## src/rtl/seq_serializer.sv

```systemverilog
// seq_serializer: parallel-to-serial front end for the serial sequence
// detectors. One word of buffering (hold register) in front of a WIDTH-bit
// shifter; each word leaves MSB-first, one bit per clock, on seq.
//
// Handshake (din side): a transfer happens at a rising edge where
// din_valid & din_ready are both high. din_ready depends only on register
// state (hold register empty), never combinationally on din_valid, so the
// producer may hold din_valid high and simply wait for din_ready. The
// producer must keep din/din_len stable while din_valid is high and
// din_ready is low; data is sampled only on the transfer edge.

module seq_serializer #(
    parameter int WIDTH = 8,
    parameter int LEN_W = 4
) (
    input  logic             clk,
    input  logic             rst,
    input  logic [WIDTH-1:0] din,
    input  logic [LEN_W-1:0] din_len,
    input  logic             din_valid,
    output logic             din_ready,
    output logic             seq,
    output logic             seq_valid,
    output logic             last,
    output logic             busy,
    output logic [7:0]       word_cnt,
    output logic             state_dbg
);

    typedef enum logic {
        IDLE  = 1'b0,
        SHIFT = 1'b1
    } state_t;

    localparam logic [LEN_W-1:0] WIDTH_L = LEN_W'(WIDTH);
    localparam logic [LEN_W-1:0] ONE_L   = LEN_W'(1);
    localparam logic [LEN_W-1:0] TWO_L   = LEN_W'(2);

    state_t           state;
    logic [WIDTH-1:0] hold_data;
    logic [LEN_W-1:0] hold_len;
    logic             hold_full;
    logic [WIDTH-1:0] shreg;
    logic [LEN_W-1:0] cnt;

    logic [LEN_W-1:0] norm_len;
    logic [WIDTH-1:0] aligned;
    logic             accept;

    // Normalise the requested length and left-align the word so its first
    // bit to send sits at the shifter MSB; bits above len-1 fall off the top.
    always_comb begin
        norm_len = din_len;
        if (din_len == '0 || din_len > WIDTH_L) begin
            norm_len = WIDTH_L;
        end
        aligned = din << (WIDTH_L - norm_len);
        accept  = din_valid && !hold_full;
    end

    assign din_ready = !hold_full;
    assign busy      = (state == SHIFT) || hold_full;
    assign state_dbg = state;

    // Hold register fill, shifter control and registered serial outputs.
    // A load always empties the hold register, and an accept needs it empty,
    // so the two never happen on the same edge.
    always_ff @(posedge clk or negedge rst) begin
        if (!rst) begin
            state     <= IDLE;
            hold_data <= '0;
            hold_len  <= '0;
            hold_full <= 1'b0;
            shreg     <= '0;
            cnt       <= '0;
            seq       <= 1'b0;
            seq_valid <= 1'b0;
            last      <= 1'b0;
            word_cnt  <= 8'd0;
        end else begin
            if (accept) begin
                hold_full <= 1'b1;
                hold_data <= aligned;
                hold_len  <= norm_len;
            end

            case (state)
                IDLE: begin
                    if (hold_full) begin
                        state     <= SHIFT;
                        hold_full <= 1'b0;
                        shreg     <= hold_data;
                        cnt       <= hold_len;
                        seq       <= hold_data[WIDTH-1];
                        seq_valid <= 1'b1;
                        last      <= (hold_len == ONE_L);
                    end else begin
                        seq       <= 1'b0;
                        seq_valid <= 1'b0;
                        last      <= 1'b0;
                    end
                end

                SHIFT: begin
                    if (cnt == ONE_L) begin
                        // Final bit retires; chain straight into the next
                        // word if one is waiting, otherwise fall idle.
                        word_cnt <= word_cnt + 8'd1;
                        if (hold_full) begin
                            hold_full <= 1'b0;
                            shreg     <= hold_data;
                            cnt       <= hold_len;
                            seq       <= hold_data[WIDTH-1];
                            seq_valid <= 1'b1;
                            last      <= (hold_len == ONE_L);
                        end else begin
                            state     <= IDLE;
                            shreg     <= '0;
                            cnt       <= '0;
                            seq       <= 1'b0;
                            seq_valid <= 1'b0;
                            last      <= 1'b0;
                        end
                    end else begin
                        shreg     <= shreg << 1;
                        cnt       <= cnt - ONE_L;
                        seq       <= shreg[WIDTH-2];
                        seq_valid <= 1'b1;
                        last      <= (cnt == TWO_L);
                    end
                end

                default: begin
                    state     <= IDLE;
                    seq       <= 1'b0;
                    seq_valid <= 1'b0;
                    last      <= 1'b0;
                end
            endcase
        end
    end

endmodule

```

## config.mk

```make
export PLATFORM = sky130hd
export DESIGN_NAME = seq_serializer
export DESIGN_NICKNAME = d
export VERILOG_FILES = /design/src/rtl/seq_serializer.sv
export SDC_FILE = /design/constraint.sdc
export NUM_CORES = 1
export LEC_CHECK = 0
export ABC_CLOCK_PERIOD_IN_PS = 4600
export CORE_MARGIN = 2
export CORE_UTILIZATION = 57
export DETAILED_ROUTE_END_ITERATION = 8
export PLACE_DENSITY = 0.84
export SLEW_MARGIN = 40
export SYNTH_ARGS = -nofsm -noshare
export SYNTH_HDL_FRONTEND = slang
export SYNTH_SLANG_ARGS = --single-unit
```

## constraint.sdc

```tcl
create_clock -name clk -period 4.6 [get_ports clk]
set_input_delay 0.69 -clock clk [delete_from_list [all_inputs] [get_ports clk]]
set_output_delay 0.69 -clock clk [all_outputs]
set_load 0.02 [all_outputs]
```

==> qor.csv, run 1 <==
metric,value,unit
die_height,62.0,um
post_cts_resized,0,
hold_path_depth,1,
drc,0,
fin_crit_sh,61.2,%
numCtsBuffers,5,
drt-vias-per-instance,5.76,
crit_path_top_delay_cell,clkdlybuf4s50_1,
area_growth_syn_to_layout,18.6,%
worst_skew_pair.late_latency,340,ps
via_count,1508,
comb_power_share,38.5,%
die_area,3840,um^2
fin_setup_tns,0,ps
yosysTopAreaCell,dfrtp_1,
rows,21,
post_cts_buffers,0,
synth_fp_nets,208,
crit_arrival,3040,ps
drtPass1Iterations,4,
critical-path-top-delay-family,buffers and inverters,
swShare,37.5,%
grt_max_degree,36,
wl_per_cell,14.9,um
synth_top_area_share,45.7,%
max-clock-path-buffers,2,
drive_above_1_share,7.87,%
critical_path_required,4820,ps
status,completed,
whs,483,ps
n_antenna_cell,0,
ys.flop_type,dfrtp_1,
drt_iter0_drc,80,
overflow,0,
hp-class,reg2reg,
rsz0062_at_grt,false,
grt_pass1_vias,1402,
cts.clk_slew.worst_paths,100,ps
tightest_slew,601,ps
final_max_slew_viol_count,0,
maxCapViolCount,0,
hold_viol_final,0,
track_usage,23.4,%
p_seq_share,45.3,%
ys_ff_latch,35,
end_kind,flip-flop,
async_flop_share,100,%
h-tree-depth,2,
postSynthCellCount,188,
r2r_end,shreg[2]$_DFFE_PN0P_,
antenna_found_initial,0,
portBuffers,28,
power_density,508,nW/um^2
synth_area_leaders,"dfrtp_1 46%, nand2_1 5.7%, mux4_2 3.5%, ha_1 3.3%, xnor2_1 3.2%",
cp_num_buf_inv,1,
syn_area,1920,um^2
fmax,355,MHz
place_hpwl,3000,um
crit_path_max_fanout,12,
crit_type,in2reg,
intPower,0.000722,W
root_buffer,clkbuf_4,
nets,235,
yosysUniqueCellTypes,49,
r2r_start,cnt[1]$_DFFE_PN0P_,
cts_tree,yes,
finalCriticalPeriod,2820,ps
reg2reg_depth,6,
synth_commonest_cells,"35 x dfrtp_1, 29 x nand2_1, 9 x nand3_1",
clock_sinks,35,
hold_start,word_cnt[7]$_DFFE_PN0P_,
p_leak,0.997,nW
hold_end,word_cnt[7]$_DFFE_PN0P_,
start_util,58.3,%
finalSetupViolations,0,
holdBufCountCts,0,
coreArea,3280,um^2
yosysSeqAreaShare,45.7,%
gp_congestion,0.802,
relSlewSlack,59.9,%
ir_drop,275,uV
io_pins,29,
critPathMaxStageDelay,580,ps
switching_power,0.000433,W
die_x,62.0,um
rrSetupSlack,2760,ps
worstPathCellList,clkdlybuf4s50_1 -> nand2b_4 -> ha_1 -> mux2_2 -> a211o_1 -> nor4_1 -> a211oi_1,
yosys.cell_count.top_type,dfrtp_1,
antenna_left,0,
clock_skew,1.76,ps
grt_pass1_wl,6400,um
drt-total-wl,3920,um
syn_avg_cell_area,10.2,um^2
synth_edf_count,0,
clockPowerShare,16.2,%
synth_warnings,0,
crit_path_start_kind,input port,
[cell families (layout without fill, tap and decap cells)]
| family | Yosys count | count (layout) | synth area share (%) |
|---|---|---|---|
| XOR/XNOR | 10 | 10 | 4.57 |
| multiplexers | 8 | 8 | 7.12 |
| flip-flops | 35 | 35 | 45.7 |
| AND/OR/NAND/NOR | 68 | 68 | 18.4 |
| adder cells (fa/ha/maj) | 5 | 5 | 3.27 |
| AO/OA/AOI/OAI | 46 | 46 | 16.5 |
| buffers and inverters | 16 | 44 | 4.51 |
[routing by layer]
metal  global-route usage (%)  part of all wire, %  up-vias
li1                         -                    -      733
met1                     26.3                   39      713
met2                     41.7                   55       58
met3                     6.42                  5.2        4
met4                     9.42                 0.87        0
met5                        0                    0        -
[layout by cell type (no fill, tap or decap), types with 3 or more instances in the layout]
master / instances
clkdlybuf4s50_1: 28
a21oi_1: 5
nand2_1: 29
ha_1: 5
dfrtp_1: 35
clkbuf_4: 5
inv_1: 7
nand2b_1: 7
nor2_1: 5
a22oi_1: 7
o41ai_1: 3
xnor2_1: 7
o21ai_1: 7
xor2_1: 3
mux4_2: 3
nand3_1: 9
o21ai_0: 7
[flip-flops by register name, summed over array words and instances, names as in the netlist]
register	count
last	1
shreg	7
word_cnt	8
seq	1
state_dbg	1
hold_full	1
hold_len	4
hold_data	8
cnt	4
[worst max-delay path by stage]
stage,slack (ps),startpoint,cells after the start,to
2_1_floorplan,2310,din_len[3],7,hold_data[4]$_DFFE_PN0P_
3_3_place_gp,1550,din_len[3],7,hold_data[6]$_DFFE_PN0P_
3_5_place_dp,1440,din_len[3],7,hold_data[6]$_DFFE_PN0P_
4_1_cts,1800,din_len[3],7,hold_data[6]$_DFFE_PN0P_
5_1_grt,1630,din_len[3],7,hold_data[6]$_DFFE_PN0P_
6_report,1780,din_len[3],7,hold_data[6]$_DFFE_PN0P_
[power by group through the flow]
stage                     clock [W]  combinational [W]  sequential [W]
after CTS                  0.000193           0.000449        0.000521
after global routing       0.000207           0.000495        0.000536
after floorplan                   0           0.000291        0.000516
final                      0.000187           0.000445        0.000523
after detailed placement          0           0.000448        0.000527
after global placement            0           0.000422        0.000518
[stage by stage]
step	cell area [um^2]	utilization [%]	worst slack [ps]	instances	total power [W]
3_3_place_gp	2200	67.0	1550	254	0.000940
5_1_grt	2270	69.2	1630	262	0.00124
4_1_cts	2270	69.2	1800	262	0.00116
6_report	2270	69.2	1780	262	0.00115
3_5_place_dp	2200	67.1	1440	254	0.000975
2_1_floorplan	1920	-	2310	188	0.000808
[layout make-up]
type	instances	area [um^2]
Fill cell	261	1010
Multi-Input combinational cell	137	956
Tap cell	46	57.6
Sequential cell	35	876
Clock buffer	8	68.8
Inverter	7	26.3
Timing Repair Buffer	29	288
Note: power is estimated with default switching activity, not from simulation.
==> inputs of run 2 (changes only) <==
- ABC_CLOCK_PERIOD_IN_PS: 4600 -> 2900
- CORE_UTILIZATION: 57 -> 53
- PLACE_DENSITY: 0.84 -> 0.79
- clock period: 4.6 -> 2.9 ns (I/O delays scaled with it)
==> qor.csv, run 2 (synthesis gave the netlist of run 1 again) <==
metric,value,unit
p_leak,1.01,nW
rsz0062_at_grt,false,
h-tree-depth,2,
n_fill_cell,286,
hp-class,reg2reg,
status,completed,
crit_arrival,2510,ps
ir_drop,481,uV
grt_max_degree,36,
crit_path_max_fanout,12,
dp_cells,258,
track_usage,21.4,%
holdBufCountCts,0,
crit_path_start_kind,input port,
io_pins,29,
worst_skew_pair.late_latency,340,ps
max-clock-path-buffers,2,
portBuffers,28,
end_kind,flip-flop,
drtPass1Iterations,4,
area_growth_syn_to_layout,19.5,%
cp_num_buf_inv,1,
place_hpwl,2980,um
grt_pass1_vias,1508,
drive_above_1_share,9.55,%
tightest_slew,488,ps
instances_no_fill,266,
critPathMaxStageDelay,570,ps
final_max_slew_viol_count,0,
critical_path_required,3120,ps
critical-path-top-delay-family,simple AND/OR/NAND/NOR gates,
gp_congestion,0.782,
clock_sinks,35,
die_area,4110,um^2
cts.clk_slew.worst_paths,110,ps
via_count,1533,
nets,239,
clock_skew,9.42,ps
fmax,437,MHz
power_density,787,nW/um^2
crit_type,in2reg,
cts_tree,yes,
finalCriticalPeriod,2290,ps
layout_commonest_cell,dfrtp_1,
n_antenna_cell,0,
wl_per_cell,14.6,um
reg_top3,"hold_data (8), word_cnt (8), shreg (7)",
drt_iter0_drc,54,
fin_crit_sh,78.8,%
relSlewSlack,67.4,%
coreArea,3420,um^2
overflow,0,
drt-vias-per-instance,5.76,
antenna_left,0,
numCtsBuffers,5,
finalSetupViolations,0,
root_buffer,clkbuf_4,
rows,21,
drt-total-wl,3870,um
crit_path_top_delay_cell,clkdlybuf4s50_1,
grt_pass1_wl,6810,um
worstPathCellList,clkdlybuf4s50_1 -> nand2b_4 -> ha_1 -> mux2_2 -> a211o_1 -> nor4_1 -> a211oi_1,
multi_input_area,953,um^2
fin_setup_tns,0,ps
start_util,56.1,%
die_x,64.1,um
die_height,64.1,um
hold_viol_final,0,
drc,0,
seq_area,876,um^2
antenna_found_initial,0,
post_cts_buffers,0,
maxCapViolCount,0,
final_cell_mix,"35 x dfrtp_1, 29 x nand2_1, 28 x clkdlybuf4s50_1",
post_cts_resized,0,
[run 2: changes by cell type in the layout (fill, tap and decap cells not counted), sizes merged]
cell      previous run  this run
buf                  1         5
clkbuf               8         5
clkinvlp             0         2
clkinv               0         1
[run 2: path summary, 6_finish.rpt]
| check | startpoint | endpoint | slack [ps] | cells past startpoint |
|---|---|---|---|---|
| worst min register to register | word_cnt[7]$_DFFE_PN0P_ | word_cnt[7]$_DFFE_PN0P_ | 490 | 1 |
| min in group asynchronous | rst | word_cnt[0]$_DFFE_PN0P_ | 500 | 2 |
| worst max register to register | cnt[1]$_DFFE_PN0P_ | cnt[2]$_DFFE_PN0P_ | 1060 | 6 |
| worst min-delay path | word_cnt[7]$_DFFE_PN0P_ | word_cnt[7]$_DFFE_PN0P_ | 490 | 1 |
| max in group asynchronous | rst | hold_len[2]$_DFFE_PN0P_ | 2090 | 2 |
| worst max-delay path | din_len[3] | hold_data[6]$_DFFE_PN0P_ | 610 | 7 |
[run 2: cell type report]
type / instances / share of cell area (%)
Clock buffer: 5 / 1.64
Clock inverter: 3 / 0.875
Inverter: 7 / 1.15
Multi-Input combinational cell: 137 / 41.7
Sequential cell: 35 / 38.3
Tap cell: 46 / 2.52
Timing Repair Buffer: 33 / 13.9
[run 2: per-layer routing]
layer | routed length, um | vias to the layer above | track usage (%)
met5 | 0 | - | 0
met4 | 82 | 0 | 9.84
met3 | 180 | 11 | 4.05
met2 | 2040 | 52 | 37.4
met1 | 1570 | 730 | 25.4
li1 | - | 740 | -
[run 2: worst register-to-register path, delay by kind of cell (launching register included)]
family	cells	cell delay, ps
buffers and inverters	1	90
flip-flops	1	430
AO/OA/AOI/OAI	2	320
AND/OR/NAND/NOR	2	730
adder cells (fa/ha/maj)	1	160
[run 2: stage by stage]
step | worst slack, ps | area [um^2] | total power (W) | hold WS, ps | util [%]
after floorplan | 870 | 1920 | 0.00128 | 139 | -
after global placement | 373 | 2230 | 0.00151 | 455 | 65.3
after detailed placement | 281 | 2230 | 0.00155 | 471 | 65.3
after CTS | 668 | 2290 | 0.00182 | 497 | 67.0
after global routing | 504 | 2290 | 0.00195 | 526 | 67.0
final | 614 | 2290 | 0.00180 | 490 | 67.0
[run 2: where the power goes]
part	total, W	internal [W]	switching [W]
sequential	0.000830	0.000669	0.000160
clock	0.000261	0.0000925	0.000168
combinational	0.000710	0.000338	0.000372
total	0.00180	0.00110	0.000701
==> inputs of run 3 (changes only) <==
- ABC_CLOCK_PERIOD_IN_PS: 2900 -> 2250
- clock period: 2.9 -> 2.25 ns (I/O delays scaled with it)
==> qor.csv, run 3 (synthesis gave the netlist of run 1 again) <==
metric,value,unit
power_density,1050,nW/um^2
clockPowerShare,18.3,%
die_height,64.1,um
fin_crit_sh,90.0,%
p_leak,1.04,nW
worstSetupStartpoint,hold_full$_DFF_PN0_,
grt_max_degree,36,
cts.clk_slew.worst_paths,110,ps
area_growth_syn_to_layout,22.3,%
grt_pass1_wl,6910,um
instances_no_fill,270,
max-clock-path-buffers,2,
finalWorstSetupSlack,224,ps
nets,243,
reg_top3,"hold_data (8), word_cnt (8), shreg (7)",
cp_num_buf_inv,2,
critical-path-top-delay-family,buffers and inverters,
p_seq_share,43.7,%
tightest_slew,481,ps
clock_sinks,35,
swShare,37.1,%
holdBufCountCts,0,
comb_power_share,38.0,%
dp_cells,262,
drtPass1Iterations,4,
switching_power,0.000910,W
io_pins,29,
crit_path_top_delay_cell,clkdlybuf4s50_1,
wl_per_cell,14.6,um
die_area,4110,um^2
drt-total-wl,3940,um
hold_viol_final,0,
antenna_left,0,
rows,21,
grt_pass1_vias,1539,
finalCriticalPeriod,2030,ps
maxCapViolCount,0,
die_x,64.1,um
clock_skew,14.0,ps
numCtsBuffers,5,
reg2reg_depth,6,
r2r_start,cnt[1]$_DFFE_PN0P_,
track_usage,21.5,%
post_cts_buffers,0,
status,completed,
final_max_slew_viol_count,0,
r2r_end,cnt[0]$_DFFE_PN0P_,
coreArea,3420,um^2
ir_drop,811,uV
layout_commonest_cell,dfrtp_1,
drive_above_1_share,11.2,%
drt-vias-per-instance,5.71,
portBuffers,28,
stdcell_area,2340,um^2
critical_path_required,1910,ps
hp-class,in2async,
root_buffer,clkbuf_4,
worst_skew_pair.late_latency,350,ps
crit_type,reg2out,
drt_iter0_drc,67,
crit_path_start_kind,flip-flop,
intPower,0.00154,W
rrSetupSlack,460,ps
place_area,2260,um^2
post_cts_resized,0,
via_count,1543,
cts_tree,yes,
place_hpwl,3060,um
worstPathCellList,nor2_1 -> inv_1 -> clkdlybuf4s50_1,
end_kind,output port,
drc,0,
gp_congestion,0.802,
critPathMaxStageDelay,620,ps
post-place-ws,-68.5,ps
fmax,494,MHz
relSlewSlack,67.9,%
start_util,56.1,%
crit_path_max_fanout,9,
antenna_found_initial,0,
h-tree-depth,2,
rsz0062_at_grt,false,
finalSetupViolations,0,
final_cell_mix,"35 x dfrtp_1, 29 x nand2_1, 28 x clkdlybuf4s50_1",
n_antenna_cell,0,
crit_arrival,1690,ps
overflow,0,
## run 3: cell count changes in the layout (fill, tap and decap cells not counted), sizes merged
cell      change
buf           +4
bufinv        +1
clkinvlp      -2
clkinv        +1
## run 3: how the worst max path moves through the flow
stage	cells past startpoint	slack, ps	end
5_1_grt	3	120	busy
3_3_place_gp	7	-8	hold_data[6]$_DFFE_PN0P_
3_5_place_dp	7	-70	hold_data[6]$_DFFE_PN0P_
6_report	3	220	busy
4_1_cts	3	220	busy
2_1_floorplan	7	320	hold_data[4]$_DFFE_PN0P_
## run 3: routing by layer
metal	up-vias	routed length (um)	GRT usage (%)
met2	49	2020	37.9
met5	-	0	0
li1	750	-	-
met4	0	91	9.31
met3	11	192	4.05
met1	733	1640	25.6
## run 3: area by class of cell
| type | count | area, um^2 |
|---|---|---|
| Tap cell | 46 | 57.6 |
| Timing Repair Buffer | 37 | 348 |
| Fill cell | 264 | 1070 |
| Multi-Input combinational cell | 137 | 953 |
| Inverter | 7 | 26.3 |
| Sequential cell | 35 | 876 |
| Clock inverter | 3 | 43.8 |
| Clock buffer | 5 | 37.5 |
## run 3: power groups by stage
stage	sequential, W	clock, W	combinational (W)
final	0.00107	0.000449	0.000930
after global routing	0.00110	0.000498	0.00104
after CTS	0.00107	0.000466	0.000932
after detailed placement	0.00108	0	0.000928
after global placement	0.00106	0	0.000889
after floorplan	0.00106	0	0.000596
## run 3: stage by stage
stage | total power (W) | setup TNS, ps | hold WS (ps) | utilization, %
floorplan | 0.00165 | 0 | 41.9 | -
global placement | 0.00195 | -8.02 | 456 | 66.2
detailed placement | 0.00201 | -77.3 | 470 | 66.2
CTS | 0.00247 | 0 | 387 | 68.6
global route | 0.00264 | 0 | 399 | 68.6
finish | 0.00245 | 0 | 377 | 68.6
## run 3: worst reg2reg max path, delay by kind of cell (launching register included)
kind            cells  cell delay (ps)
buf+inv             1               90
flops               1              420
compound gates      2              310
fa+ha+maj           1              170
simple gates        2              690
